### src/rtl/gpo_seq_pkg.sv
// Shared types and constants for the GPO pattern sequencer slot core.
package gpo_seq_pkg;

  typedef enum logic {IDLE, RUN} state_t;

  localparam logic [4:0] ADDR_CTRL       = 5'd0;
  localparam logic [4:0] ADDR_PRESCALE   = 5'd1;
  localparam logic [4:0] ADDR_LENGTH     = 5'd2;
  localparam logic [4:0] ADDR_STATUS     = 5'd3;
  localparam logic [4:0] ADDR_IDLE       = 5'd4;
  localparam logic [4:0] ADDR_TABLE_BASE = 5'd16;

  localparam int CTRL_START    = 0;
  localparam int CTRL_STOP     = 1;
  localparam int CTRL_LOOP     = 2;
  localparam int CTRL_CLR_DONE = 3;
  localparam int CTRL_BUSY     = 0;
  localparam int CTRL_DONE     = 4;

  localparam int DUR_W = 16;

endpackage

### src/rtl/gpo_seq_prescaler.sv
// Tick generator: one single-cycle tick every limit+1 enabled clocks.
module gpo_seq_prescaler (
  input  logic        clk,
  input  logic        rst_n,
  input  logic [31:0] limit,
  input  logic        enable,
  input  logic        clear,
  output logic        tick
);

  logic [31:0] cnt;

  // Compare against the live limit so a rewritten prescale applies at once.
  assign tick = enable && (cnt >= limit);

  always_ff @(posedge clk or negedge rst_n) begin
    if (!rst_n)                       cnt <= '0;
    else if (clear || !enable || tick) cnt <= '0;
    else                              cnt <= cnt + 32'd1;
  end

endmodule

### src/rtl/mmio_gpo_seq.sv
// MMIO slot that plays a (value, duration) table onto the GPO pins.
// Define GPO_SEQ_IRQ_EN to add the o_irq output mirroring the done flag.
module mmio_gpo_seq
  import gpo_seq_pkg::*;
#(
  parameter int GPO_W = 16,
  parameter int DEPTH = 16
) (
  input  logic             i_clk,
  input  logic             i_reset_n,
  input  logic             i_cs,
  input  logic             i_write,
  input  logic             i_read,
  input  logic [4:0]       i_addr,
  input  logic [31:0]      i_write_data,
  output logic [31:0]      o_read_data,
  output logic [GPO_W-1:0] o_gpo
`ifdef GPO_SEQ_IRQ_EN
  ,
  output logic             o_irq
`endif
);

  localparam int IDX_W = $clog2(DEPTH);

  state_t             state, state_d;
  logic [IDX_W-1:0]   idx, next_idx, load_idx, rd_idx;
  logic [DUR_W-1:0]   dur_cnt;
  logic [15:0]        loop_cnt;
  logic               done, loop_en;
  logic [31:0]        prescale;
  logic [4:0]         length;
  logic [GPO_W-1:0]   idle_val, idle_next, gpo_d;
  logic [GPO_W-1:0]   tbl_val [DEPTH];
  logic [DUR_W-1:0]   tbl_dur [DEPTH];

  logic wr_en, ctrl_wr, start_req, stop_req, clr_req, len_ok, tbl_hit, addr_in_tbl;
  logic tick, start_go, step, last, finish, wrap, load;
  logic unused_read;

  assign unused_read = i_read;

  assign wr_en       = i_cs & i_write;
  assign ctrl_wr     = wr_en && (i_addr == ADDR_CTRL);
  assign start_req   = ctrl_wr && i_write_data[CTRL_START];
  assign stop_req    = ctrl_wr && i_write_data[CTRL_STOP];
  assign clr_req     = ctrl_wr && i_write_data[CTRL_CLR_DONE];
  assign len_ok      = (length != '0) && (32'(length) <= 32'(DEPTH));
  assign rd_idx      = i_addr[IDX_W-1:0];
  assign addr_in_tbl = i_addr[4] && (32'(i_addr[3:0]) < 32'(DEPTH));
  assign tbl_hit     = wr_en && addr_in_tbl;
  assign idle_next   = (wr_en && i_addr == ADDR_IDLE) ? i_write_data[GPO_W-1:0] : idle_val;

  // Stop beats start; a start with an illegal length is simply dropped.
  assign start_go = start_req && !stop_req && len_ok;
  assign step     = !stop_req && !start_go && (state == RUN) && tick &&
                    (dur_cnt[DUR_W-1:1] == '0);
  assign last     = ((5'(idx) + 5'd1) >= length) || (&idx);
  assign next_idx = idx + 1'b1;
  assign finish   = step && last && !loop_en;
  assign wrap     = step && last && loop_en;
  assign load     = start_go || (step && !finish);
  assign load_idx = start_go ? '0 : (last ? '0 : next_idx);

  gpo_seq_prescaler u_prescaler (
    .clk   (i_clk),
    .rst_n (i_reset_n),
    .limit (prescale),
    .enable(state == RUN),
    .clear (start_go),
    .tick  (tick)
  );

  always_ff @(posedge i_clk or negedge i_reset_n) begin
    if (!i_reset_n) state <= IDLE;
    else            state <= state_d;
  end

  always_comb begin
    state_d = state;
    if (stop_req)      state_d = IDLE;
    else if (start_go) state_d = RUN;
    else if (finish)   state_d = IDLE;
  end

  always_comb begin
    gpo_d = o_gpo;
    if (state_d == IDLE) gpo_d = idle_next;
    else if (load)       gpo_d = tbl_val[load_idx];
  end

  // Sequencer datapath; table entries are sampled only at the moment they load.
  always_ff @(posedge i_clk or negedge i_reset_n) begin
    if (!i_reset_n) begin
      idx      <= '0;
      dur_cnt  <= '0;
      loop_cnt <= '0;
      done     <= 1'b0;
      o_gpo    <= '0;
    end else begin
      o_gpo <= gpo_d;
      if (load) begin
        idx     <= load_idx;
        dur_cnt <= (tbl_dur[load_idx] == '0) ? DUR_W'(1) : tbl_dur[load_idx];
      end else if ((state == RUN) && tick && (dur_cnt[DUR_W-1:1] != '0)) begin
        dur_cnt <= dur_cnt - 1'b1;
      end
      if (start_go)  loop_cnt <= '0;
      else if (wrap) loop_cnt <= loop_cnt + 1'b1;
      if (finish)                   done <= 1'b1;
      else if (clr_req || start_go) done <= 1'b0;
    end
  end

  always_ff @(posedge i_clk or negedge i_reset_n) begin
    if (!i_reset_n) begin
      loop_en  <= 1'b0;
      prescale <= '0;
      length   <= '0;
      idle_val <= '0;
      for (int k = 0; k < DEPTH; k++) begin
        tbl_val[k] <= '0;
        tbl_dur[k] <= '0;
      end
    end else begin
      if (ctrl_wr)                           loop_en  <= i_write_data[CTRL_LOOP];
      if (wr_en && i_addr == ADDR_PRESCALE) prescale <= i_write_data;
      if (wr_en && i_addr == ADDR_LENGTH)   length   <= i_write_data[4:0];
      if (wr_en && i_addr == ADDR_IDLE)     idle_val <= i_write_data[GPO_W-1:0];
      if (tbl_hit) begin
        tbl_val[rd_idx] <= i_write_data[GPO_W-1:0];
        tbl_dur[rd_idx] <= i_write_data[31:16];
      end
    end
  end

  always_comb begin
    o_read_data = '0;
    if (addr_in_tbl) begin
      o_read_data = {tbl_dur[rd_idx], 16'h0000} | 32'(tbl_val[rd_idx]);
    end else begin
      case (i_addr)
        ADDR_CTRL: begin
          o_read_data[CTRL_BUSY] = (state == RUN);
          o_read_data[CTRL_LOOP] = loop_en;
          o_read_data[CTRL_DONE] = done;
        end
        ADDR_PRESCALE: o_read_data = prescale;
        ADDR_LENGTH:   o_read_data = 32'(length);
        ADDR_STATUS:   o_read_data = {loop_cnt, 16'h0000} | 32'(idx);
        ADDR_IDLE:     o_read_data = 32'(idle_val);
        default:       o_read_data = '0;
      endcase
    end
  end

`ifdef GPO_SEQ_IRQ_EN
  assign o_irq = done;
`endif

endmodule

### config.mk
export PLATFORM = sky130hd
export DESIGN_NAME = mmio_gpo_seq
export DESIGN_NICKNAME = d
export VERILOG_FILES = /design/src/rtl/gpo_seq_pkg.sv /design/src/rtl/gpo_seq_prescaler.sv /design/src/rtl/mmio_gpo_seq.sv
export SDC_FILE = /design/constraint.sdc
export NUM_CORES = 1
export LEC_CHECK = 0
export CORE_ASPECT_RATIO = 2
export CORE_MARGIN = 4
export CORE_UTILIZATION = 30
export CTS_BUF_LIST = sky130_fd_sc_hd__clkbuf_4 sky130_fd_sc_hd__clkbuf_8
export DETAILED_ROUTE_END_ITERATION = 10
export GPL_TIMING_DRIVEN = 0
export SLEW_MARGIN = 40
export SYNTH_ARGS = -nofsm -noshare
export SYNTH_HDL_FRONTEND = slang
export SYNTH_SLANG_ARGS = --single-unit
### constraint.sdc
create_clock -name i_clk -period 5.7 [get_ports i_clk]
set_input_delay 1.71 -clock i_clk [delete_from_list [all_inputs] [get_ports i_clk]]
set_output_delay 1.71 -clock i_clk [all_outputs]
set_load 0.01 [all_outputs]
==> summary.md <==
| Metric | Value |
|---|---|
| Final hold violations | `0` |
| # DRC | `0` |
| HPWL Detailed | `115,000 um` |
| Root buffer cell | `clkbuf_8` |
| Syn Nets | `3,041` |
| Via count | `29,100` |
| IO Count | `90` |
| Worst Path Required | `3.99 ns` |
| Clock tree buffer depth | `3` |
| Height of the die | `493 um` |
| Fraction of the yosys area taken by sequential cells | `46.2%` |
| TritonCTS clock tree | `yes` |
| Final Instance Count excl. Fillers | `4,836` |
| Pwr dens | `304 nW/um^2` |
| RR Startpoint | `idx[0]$_DFFE_PN0N_` |
| RR Endpoint | `o_gpo[6]$_DFFE_PN0P_` |
| Initial antenna violation count | `13` |
| Endpoints failing setup | `33` |
| # nets final | `3,311` |
| Worst hold endpoint | `idle_val[0]$_DFF_PN0_` |
| Avg Cell Area, Syn | `11.9 sq um` |
| Max Cap Viol | `0` |
| Clk sink count | `652` |
| Number of synthesized register bits | `652` |
| Top_reg_cell synth | `dfrtp_1` |
| Failing checks | `negative setup slack` |
| H-Tree Level Count | `3` |
| Die area | `124,000 sq um` |
| Total track usage | `26.0%` |
| Initial core utilization | `30.3%` |
| Drt total wl | `163,000 um` |
| Clock slew at reported path FFs | `0.07 ns` |
| Startpoint Class | `input port` |
| ANT nets after route | `0` |
| Clk Latency, worst-skew pair | `0.81 ns` |
| Die width | `251 um` |
| HP Start | `idle_val[0]$_DFF_PN0_` |
| Drt wl/cell | `33.8 um` |
| Dpl cells | `4,582` |
| Final instance area | `42,500 sq um` |
| Final slew viol count | `0` |
| Grt ovf | `0` |
| Async SR Flop Fraction | `100%` |
| Worst-Margin Slew | `1.00 ns` |
| Synth warn | `0` |
| Final Util | `36.4%` |
| Syn Std Cell Area | `35,300 sq um` |
| Flop2flop setup slack | `-0.09 ns` |
| First-pass GRT wire length | `227,000 um` |
| Number of CTS-inserted buffers | `96` |
| Worst setup path category | `in -> out` |
| Worst setup EP type | `primary output` |
| Worst Path Arrival | `4.23 ns` |
| Worst Hold Class | `reg -> reg` |
| Global placer's final weighted congestion | `0.987` |
| Setup TNS | `-3.86 ns` |
| Post-synth EDFFs | `0` |
| Cell Area, Placed | `38,600 sq um` |
| Largest net degree at the start of global routing | `107` |
| Max Fanout on Critical Path | `7` |
| Core area | `116,000 sq um` |
| Port Buffers | `82` |
| Rel. slew slack | `33.3%` |
| Fin crit share | `104%` |
| Clock skew | `0.0567 ns` |
| Pre-antenna DRT Iters | `7` |
| F_max | `0.168 GHz` |
| Run status | `complete, but fails checks` |
| Crit path time final | `5.94 ns` |
| Vias in the first global route | `29,800` |
| Share of cells above drive strength 1 | `38.0%` |
| Rows | `177` |
| Vias per inst | `6.02` |
| Syn Inst Count | `2,958` |
| R2R cell count | `16` |
| DRT iter0 DRCs | `3,493` |
| VDD IR max | `0.000153 V` |
| Setup WS post-layout | `-0.239 ns` |
| Distinct cells, synth | `80` |
| Leakage | `19.1 nW` |
| RSZ-0062 raised after global routing | `true` |
| Syn-to-layout area delta | `20.3%` |
| Hold depth | `2` |
==> repair_timing <==
item,in CTS,in global routing
buffers inserted,44,22
hold buffers,0,0
resized for setup,303,31
pin swaps,32,14
setup endpoints to repair,41,48
cloned,5,0
==> kinds of logic (layout without fill, tap and decap cells) <==
| logic type | count (synthesis) | in the layout | share of synthesized area, % |
|---|---|---|---|
| compound gates | 340 | 340 | 6.61 |
| other cells | 0 | 7 | 0 |
| buf+inv | 335 | 685 | 3.68 |
| xor+xnor | 56 | 56 | 1.39 |
| fa+ha+maj | 41 | 41 | 1.45 |
| flops | 652 | 652 | 46.2 |
| simple gates | 756 | 756 | 9.84 |
| mux | 778 | 778 | 30.8 |
==> sequential cells by signal (all words and copies together), names as in the netlist <==
| signal | count |
|---|---|
| idle_val | 16 |
| loop_en | 1 |
| done | 1 |
| u_prescaler.cnt | 32 |
| dur_cnt | 16 |
| o_gpo | 16 |
| tbl_val | 256 |
| state | 1 |
| loop_cnt | 16 |
| prescale | 32 |
| idx | 4 |
| length | 5 |
| tbl_dur | 256 |
==> layout make-up <==
cell class                      count  area [sq um]
Antenna cell                        7          17.5
Buffer                            241          1700
Clock buffer                      144          1890
Clock inverter                     34           459
Fill cell                       11500         74000
Inverter                           92           345
Multi-Input combinational cell   1971         17900
Sequential cell                   652         16300
Tap cell                         1521          1900
Timing Repair Buffer              174          1970
==> worst max-delay path, stage by stage <==
cell and delay [ns]:
clkbuf_16 0.13, clkbuf_16 0.20, buf_16 0.14, buf_12 0.14
mux4_2 0.50, mux4_2 0.65, a222oi_1 0.50, inv_1 0.08
buf_2 0.16
==> stage by stage <==
step / hold slack, ns / setup WS (ns) / total power [W]
after floorplan: 0.465 / 0.0995 / 0.00701
after global placement: 0.491 / -27.27 / 0.00802
after detailed placement: 0.495 / -1.55 / 0.00811
after CTS: 0.513 / -0.242 / 0.0129
after global routing: 0.519 / -0.277 / 0.0133
final: 0.520 / -0.239 / 0.0129
==> cells in the final DEF, fill, tap and decap left out, types with 27 or more instances in the layout <==
master             n
dfrtp_1          652
mux2_2           552
nand2_1          323
mux4_2           191
nand3_1          177
clkbuf_8         139
o21ai_0          105
nor2_1           104
inv_1             89
clkbuf_2          82
clkbuf_1          77
buf_2             63
a21oi_1           55
clkdlybuf4s50_1   47
ha_1              41
buf_4             40
nor3_1            37
mux2i_1           34
xor2_1            31
a222oi_1          31
buf_6             29
and3_1            27
==> per-layer routing <==
layer	vias to the layer above	routed length (um)	share of wire (%)	track usage, %
met3	853	13400	8.2	6.86
met1	14800	51300	31	26.0
met2	1938	77800	48	43.2
met5	-	22	0.013	0
li1	11500	-	-	-
met4	4	20800	13	24.8
==> power breakdown <==
part / total, W / internal [W] / switching [W]
sequential: 0.00579 / 0.00523 / 0.000557
clock: 0.00470 / 0.00259 / 0.00210
combinational: 0.00244 / 0.00121 / 0.00123
total: 0.0129 / 0.00903 / 0.00389
==> synthesized netlist by cell type, drive strengths merged, types with 8 or more instances <==
library cell | count | area [sq um]
a21oi | 57 | 289
and3 | 27 | 169
o21ai | 108 | 541
buf | 62 | 272
nor3 | 42 | 220
or3 | 16 | 100
nor4 | 15 | 115
mux4 | 191 | 4300
nor2 | 104 | 390
inv | 92 | 345
mux2i | 34 | 340
mux2 | 553 | 6230
ha | 41 | 513
clkbuf | 181 | 681
xnor2 | 24 | 210
xor2 | 32 | 280
a21o | 8 | 60.1
a2111oi | 9 | 78.8
dfrtp | 652 | 16300
nand2 | 325 | 1220
a2bb2oi | 8 | 70.1
o22ai | 14 | 87.6
nand3 | 178 | 896
a221oi | 23 | 201
a211oi | 9 | 67.6
a222oi | 31 | 310
==> worst max-delay path by stage <==
stage	start	end	slack, ns	cells after the start
after floorplan	i_addr[1]	o_read_data[15]	0.1	8
after global placement	i_reset_n	loop_cnt[11]$_DFFE_PN0P_	-27.27	1
after detailed placement	i_addr[1]	o_read_data[16]	-1.55	10
after CTS	i_addr[1]	o_read_data[31]	-0.24	9
after global routing	i_addr[1]	o_read_data[31]	-0.28	9
final	i_addr[1]	o_read_data[31]	-0.24	9
Note: power is estimated with default switching activity, not from simulation.
